## src/rtl/branch_resolve_predict.sv

```systemverilog
// Branch resolve + direction predictor: evaluates RV32I branch compares, trains a
// table of saturating counters (optionally gshare-indexed) and keeps mispredict stats.
module branch_resolve_predict #(
    parameter int XLEN        = 32,
    parameter int BHT_ENTRIES = 64,
    parameter int CTR_BITS    = 2,
    parameter int GSHARE_EN   = 0,
    parameter int GHR_BITS    = 6,
    parameter int STAT_BITS   = 32
) (
    input  logic                 clk,
    input  logic                 rst_n,
    input  logic                 pred_req,
    input  logic [XLEN-1:0]      pred_pc,
    output logic                 pred_valid,
    output logic                 pred_taken,
    input  logic                 res_valid,
    input  logic [XLEN-1:0]      res_pc,
    input  logic [2:0]           res_funct3,
    input  logic [XLEN-1:0]      res_rs1,
    input  logic [XLEN-1:0]      res_rs2,
    input  logic                 res_pred_taken,
    output logic                 res_done,
    output logic                 res_taken,
    output logic                 res_mispredict,
    output logic                 res_illegal,
    output logic [STAT_BITS-1:0] stat_branches,
    output logic [STAT_BITS-1:0] stat_mispredicts
);

    localparam int IDX = $clog2(BHT_ENTRIES);
    localparam logic [CTR_BITS-1:0] CTR_INIT = CTR_BITS'((1 << (CTR_BITS - 1)) - 1);
    localparam logic [CTR_BITS-1:0] CTR_MAX  = '1;

    logic [CTR_BITS-1:0] bht [BHT_ENTRIES];
    logic [GHR_BITS-1:0] ghr;
    logic [IDX-1:0]      pred_idx;
    logic [IDX-1:0]      res_idx;
    logic                cmp_taken;
    logic                cmp_illegal;
    logic                mispredict;
    logic [GHR_BITS:0]   ghr_shift;

    function automatic logic [IDX-1:0] index_of(input logic [XLEN-1:0] pc,
                                                input logic [GHR_BITS-1:0] hist);
        logic [IDX-1:0] i;
        i = pc[IDX+1:2];
        if (GSHARE_EN != 0) i = i ^ IDX'(hist);
        return i;
    endfunction

    // Both indices use the pre-update GHR, so a same-edge predict reads old state.
    assign pred_idx   = index_of(pred_pc, ghr);
    assign res_idx    = index_of(res_pc, ghr);
    assign mispredict = cmp_taken ^ res_pred_taken;
    assign ghr_shift  = {ghr, cmp_taken};

    always_comb begin
        cmp_taken   = 1'b0;
        cmp_illegal = 1'b0;
        case (res_funct3)
            3'b000:  cmp_taken = (res_rs1 == res_rs2);
            3'b001:  cmp_taken = (res_rs1 != res_rs2);
            3'b100:  cmp_taken = ($signed(res_rs1) <  $signed(res_rs2));
            3'b101:  cmp_taken = ($signed(res_rs1) >= $signed(res_rs2));
            3'b110:  cmp_taken = (res_rs1 <  res_rs2);
            3'b111:  cmp_taken = (res_rs1 >= res_rs2);
            default: cmp_illegal = 1'b1;
        endcase
    end

    always_ff @(posedge clk or negedge rst_n) begin
        if (!rst_n) begin
            for (int unsigned i = 0; i < BHT_ENTRIES; i++) bht[i] <= CTR_INIT;
            ghr              <= '0;
            pred_valid       <= 1'b0;
            pred_taken       <= 1'b0;
            res_done         <= 1'b0;
            res_taken        <= 1'b0;
            res_mispredict   <= 1'b0;
            res_illegal      <= 1'b0;
            stat_branches    <= '0;
            stat_mispredicts <= '0;
        end else begin
            pred_valid <= pred_req;
            if (pred_req) pred_taken <= bht[pred_idx][CTR_BITS-1];

            res_done <= res_valid;
            if (res_valid) begin
                res_illegal <= cmp_illegal;
                if (cmp_illegal) begin
                    res_taken      <= 1'b0;
                    res_mispredict <= 1'b0;
                end else begin
                    res_taken      <= cmp_taken;
                    res_mispredict <= mispredict;
                    if (cmp_taken && bht[res_idx] != CTR_MAX)
                        bht[res_idx] <= bht[res_idx] + 1'b1;
                    else if (!cmp_taken && bht[res_idx] != '0)
                        bht[res_idx] <= bht[res_idx] - 1'b1;
                    ghr <= ghr_shift[GHR_BITS-1:0];
                    if (stat_branches != '1)
                        stat_branches <= stat_branches + STAT_BITS'(1);
                    if (mispredict && stat_mispredicts != '1)
                        stat_mispredicts <= stat_mispredicts + STAT_BITS'(1);
                end
            end
        end
    end

    logic unused_pc_bits;
    assign unused_pc_bits = ^{pred_pc[1:0], pred_pc[XLEN-1:IDX+2],
                              res_pc[1:0], res_pc[XLEN-1:IDX+2]};

endmodule

```

## config.mk

```make
export PLATFORM = sky130hd
export DESIGN_NAME = branch_resolve_predict
export DESIGN_NICKNAME = d
export VERILOG_FILES = /design/src/rtl/branch_resolve_predict.sv
export SDC_FILE = /design/constraint.sdc
export NUM_CORES = 1
export LEC_CHECK = 0
export CAP_MARGIN = 15
export CORE_UTILIZATION = 50
export DETAILED_ROUTE_END_ITERATION = 8
export PLACE_DENSITY = 0.81
export SYNTH_ARGS = -nofsm -noshare
export SYNTH_HDL_FRONTEND = slang
export SYNTH_SLANG_ARGS = --single-unit
```

## constraint.sdc

```tcl
create_clock -name clk -period 7.8 [get_ports clk]
set_clock_uncertainty 0.15 [all_clocks]
set_input_delay 0.78 -clock clk [delete_from_list [all_inputs] [get_ports clk]]
set_output_delay 0.78 -clock clk [all_outputs]
set_load 0.01 [all_outputs]
```

==> Word-level counts from Yosys, hierarchy flattened <==
Index checks and enable logic that the tools add are counted.
{ "classes": {"addsub": 4, "mux": 16, "magnitude_cmp": 7, "n_eq_ne": 10, "n_bitwise": 3, "reduce_logical": 12} }
{ "op_table": {"columns": ["cell", "count"], "rows": [
  ["128-bit bitwise mux", 2],
  ["128-bit two-way mux", 2],
  ["32-bit by 1-bit adder with 32-bit output, second input constant", 2],
  ["32-bit >= comparator", 2],
  ["32-bit < comparator", 2],
  ["32-bit inequality test, second input constant", 2],
  ["32-bit equality test", 1],
  ["32-bit inequality test", 1],
  ["2-bit binary-select mux with 6-bit select", 2],
  ["7-bit >= comparator, second input constant", 2],
  ["6-bit NOT with 7-bit output", 2],
  ["2-bit demux with 6-bit select", 1],
  ["3-bit equality test, second input constant", 4],
  ["2-bit two-way mux", 5],
  ["3-bit AND reduction", 3],
  ["7-bit by 1-bit < comparator with 1-bit output, second input constant", 1],
  ["1-bit case mux with 6 select lines", 1],
  ["6-bit OR reduction", 1],
  ["1-bit logical AND", 4],
  ["2-bit nonzero test", 2],
  ["3-bit by 1-bit equality test with 1-bit output, second input constant", 1],
  ["3-bit zero test", 1],
  ["1-bit two-way mux", 3],
  ["2-bit by 1-bit adder with 2-bit output, second input constant", 1],
  ["other kinds (4)", 4]
]} }
{ "word_totals": {"in_bits": 136, "reg_bits": 198, "wordCells": 124, "out_inout_bits": 70} }

==> Logic depth before layout (Yosys ltp) <==
{ "depth": {"word_depth": 8, "mapped_depth": 20} }

==> Least setup slack after synthesis <==
No wires, ideal clock.
{ "synth_path": {"path_kind": "input to register", "start": "input port res_pc[3]", "end": "register bht[11] (netlist bit)", "t_arrival_ns": 4.204, "setup_slack_ns": 3.322, "path_stages": 18, "required_time_ns": 7.525, "path_cell_list": "clkbuf_1 inv_1 or2_2 clkbuf_1 o22ai_1 nor3_1 o311a_1 o21ai_0 clkbuf_1 clkbuf_1 inv_1 ha_1 o21ai_1 nand2b_4 buf_6 buf_4 nor3_2 mux2_2"} }
{ "synth_between": {"elab_chain_len": 8, "word_cells_on_any_way": 21, "classes_between": "add/sub: 2; order compare: 2; eq/ne: 1; mux: 9; bitwise: 1; reduce/logical: 6"} }
{ "synth_rtl": {"columns": ["item", "line_no", "rtl"], "rows": [
  ["start, declared", "18", "input logic [XLEN-1:0] res_pc,"],
  ["6-bit NOT with 7-bit output (implied by the code) (*)", null, null],
  ["2-bit binary-select mux with 6-bit select (tied with other cells)", null, null],
  ["2-bit two-way mux (implied by the code) / 1-bit logical AND (equally long branches)", null, null],
  ["2-bit two-way mux (on tied branches)", null, null],
  ["2-bit by 1-bit subtractor with 2-bit output (tied with other cells)", "100", "bht[res_idx] <= bht[res_idx] - 1'b1;"],
  ["128-bit bitwise mux (tied with other cells)", "100", null],
  ["128-bit two-way mux / 2-bit nonzero test (equally long branches)", null, null],
  ["128-bit two-way mux / 3-bit AND reduction (equally long branches)", null, null],
  ["end signal, assigned by index", "98", "bht[res_idx] <= bht[res_idx] + 1'b1;"],
  ["end signal, assigned by index", "100", null],
  ["end, declared", "35", "logic [CTR_BITS-1:0] bht [BHT_ENTRIES];"]
]} }
Every way passes the cells marked *; elsewhere a longest branch is shown, timed or not. The select of a mux whose other input is x is not followed.
A chain may end at the register's enable or synchronous reset.

==> Final worst setup path <==
{ "layout_path": {"start": "input port res_pc[4]", "end": "register bht[63] (netlist bit)"} }
Same word-level chain as after synthesis.

==> flow_metrics.tcl <==
set metrics [dict create \
    outcome "finished, final reports clean" \
    fmax_ghz 0.180 \
    place_congestion 0.903 \
    cts_resized 0 \
    io_pins 206 \
    synth-seq-area-share 0.455 \
    yosys-top-cells-count "134 x dfrtp_1, 126 x mux2_2, 64 x dfstp_2" \
    syn_nets 1138 \
    grt_pass1_wl_mm 44.5 \
    arrival_ns 5.74 \
    worst_pin_slew_ns 1.20 \
    synthCells 966 \
    portBuffers 153 \
    worstPathMaxFanout 29 \
    finalSetupViolCount 0 \
    postCtsSetupBuffers 0 \
    fp-row-count 54 \
    r2r_cells 12 \
    rsz0062_at_grt "no" \
    finalNetCount 1264 \
    cts_htree_levels 4 \
    die_h_um 151 \
    drtIter0Drc 618 \
    fp.dieW_um 151 \
    crit_required_ns 7.98 \
    criticalPathCategory "in -> reg" \
    r2r_end "bht[63]$_DFFE_PN0P_" \
    dr.pass1.iters 9 \
    fin_crit_ns 5.55 \
    worstSetupEndpointType "flip-flop" \
    min_period_over_period 0.712 \
    ys_seq_elements 198 \
    finalSetupTns_ns 0 \
    synth_cell_types 65 \
    synth_top_family_by_area "multiplexers" \
    via_count 8325 \
    antenna_found_initial 0 \
    yosys_warnings 0 \
    crit_start "res_pc[4]" \
    diodes 0 \
    fillers 1735 \
    final-hold-violation-count 0 \
    core_mm2 0.0218 \
    async_flop_share 1.00 \
    syn_to_final_growth_pct 20.9 \
    wl_mm 27.5 \
    grt_max_degree 125 \
    synth.area.mux_share 0.189 \
    maxCapViolations 0 \
    multiInputGateArea_mm2 0.00564 \
    startpoint_type "input port" \
    initial_core_util 0.509 \
    grt_use_met3 0.0645 \
    synth_edf_count 0 \
    hold_path.class "in -> async" \
    synth_top_area_share 0.303 \
    clkTransAtPathRegs_ns 0.07 \
    grtUsageMet1 0.336 \
    clock-sinks 198 \
    synth_area_mm2 0.0111 \
    dp_hpwl_mm 18.8 \
    synth_area_per_cell_um2 11.5 \
    cts-buffers-inserted 17 \
    cts_root_buf "clkbuf_16" \
    synth_area_leaders "dfrtp_1 30%, dfstp_2 15%, mux2_2 13%" \
    clock_path_buffers 2 \
    regArea_mm2 0.00503 \
    viasPerCell 6.01 \
    total_power_mw 2.77 \
    dieArea_mm2 0.0227 \
    synth_adder_area_share 0.0407 \
    synth_ff_type "dfrtp_1" \
    synthMostInstantiatedCell "dfrtp_1" \
    maxSlewHeadroom 0.200 \
    drc 0 \
    grt_use_total 0.254 \
    grt_pass1_vias 8452 \
    wire_per_inst_um 19.9 \
    ant_nets 0 \
    layout-drive-gt1-share 0.274 \
    power_density_mw_per_mm2 207 \
    yosysTopAreaCell "dfrtp_1" \
    slew_violations 0 \
    clock_latency_ns 0.44 \
    gr-max-usage-layer "met2" \
    cts_tree "done" \
    timing.reg2reg.setup_slack_ns 3.66 \
    synth_xor_area_frac 0.0506 \
    cts.hold.buffers_added 0 \
    p_leak_nw 5.82 \
    synth_compound_area_frac 0.0683 \
    yosys.area_share.simple 0.159 \
    use_met2 0.405 \
    ir_drop_mv 0.202 \
    overflow 0 \
]
## how the worst max path moves through the flow
| stage | endpoint | slack (ns) | cells after the start |
|---|---|---|---|
| floorplan | bht[11]$_DFFE_PN0P_ | 3.32 | 18 |
| global placement | bht[101]$_DFFE_PN0P_ | 2.07 | 14 |
| detailed placement | bht[63]$_DFFE_PN0P_ | 1.89 | 12 |
| CTS | bht[63]$_DFFE_PN0P_ | 2.35 | 12 |
| global route | bht[63]$_DFFE_PN0P_ | 2.06 | 12 |
| finish | bht[63]$_DFFE_PN0P_ | 2.25 | 14 |
## stage by stage
stage	cell area (um^2)	util	hold WS (ns)	setup slack [ns]	instances
6_report	13400	0.615	0.335	2.25	1385
3_3_place_gp	12800	0.589	0.323	2.07	1353
2_1_floorplan	11100	-	0.334	3.32	966
3_5_place_dp	12800	0.589	0.329	1.89	1353
4_1_cts	13400	0.615	0.345	2.35	1385
5_1_grt	13400	0.615	0.365	2.06	1385
## kinds of logic after synthesis
family                   Yosys count
adder cells (fa/ha/maj)           36
AO/OA/AOI/OAI                    109
XOR/XNOR                          64
flip-flops                       198
AND/OR/NAND/NOR                  293
buffers and inverters            105
multiplexers                     161
## layout by cell type (no fill, tap or decap), types with 5 or more instances in the layout
cell	count
a221oi_1	9
mux4_2	21
o22ai_1	20
mux2_4	11
or3_4	5
a21oi_1	18
nand4_1	21
xor2_1	31
or2_2	5
clkdlybuf4s50_1	152
nor4_2	10
nor4_1	6
o21ai_0	10
and4_1	5
nor3_2	10
dfrtp_1	134
nand2b_1	9
dfstp_2	64
xnor2_1	32
nand2_1	36
nor2b_1	7
mux2_2	126
nand3_1	58
nor3_1	36
nor2_1	34
a22o_1	8
a22oi_1	16
inv_1	49
and3_1	24
clkbuf_16	17
buf_4	10
ha_1	36
clkinvlp_4	7
## worst max-delay path, cell delays in order
cell and delay, ns:
clkdlybuf4s50_1 1.04, nand2b_1 0.24, nor2_1 0.95, a22oi_1 0.23, nand4_1 0.14, o21ai_0 0.13
nor2_1 0.23, a31oi_1 0.10, mux2_2 0.34, ha_1 0.18, nor3b_2 0.18, nand2b_4 0.37
nor3_1 0.42, mux2_2 0.38
## cell type report
class,count,share of cell area
Inverter,49,0.0137
Clock buffer,19,0.0331
Timing Repair Buffer,163,0.120
Clock inverter,13,0.00935
Sequential cell,198,0.376
Tap cell,280,0.0262
Multi-Input combinational cell,663,0.421
## report_power, final
part / switching (mW) / internal [mW]
clock: 0.414 / 0.453
sequential: 0.114 / 1.20
combinational: 0.293 / 0.302
total: 0.821 / 1.95
## metal layers
layer,vias to the layer above,share of wire
met5,-,0
met4,0,0.024
met3,65,0.084
met2,336,0.47
met1,4134,0.42
li1,3790,-
(Power assumes the default switching activity.)
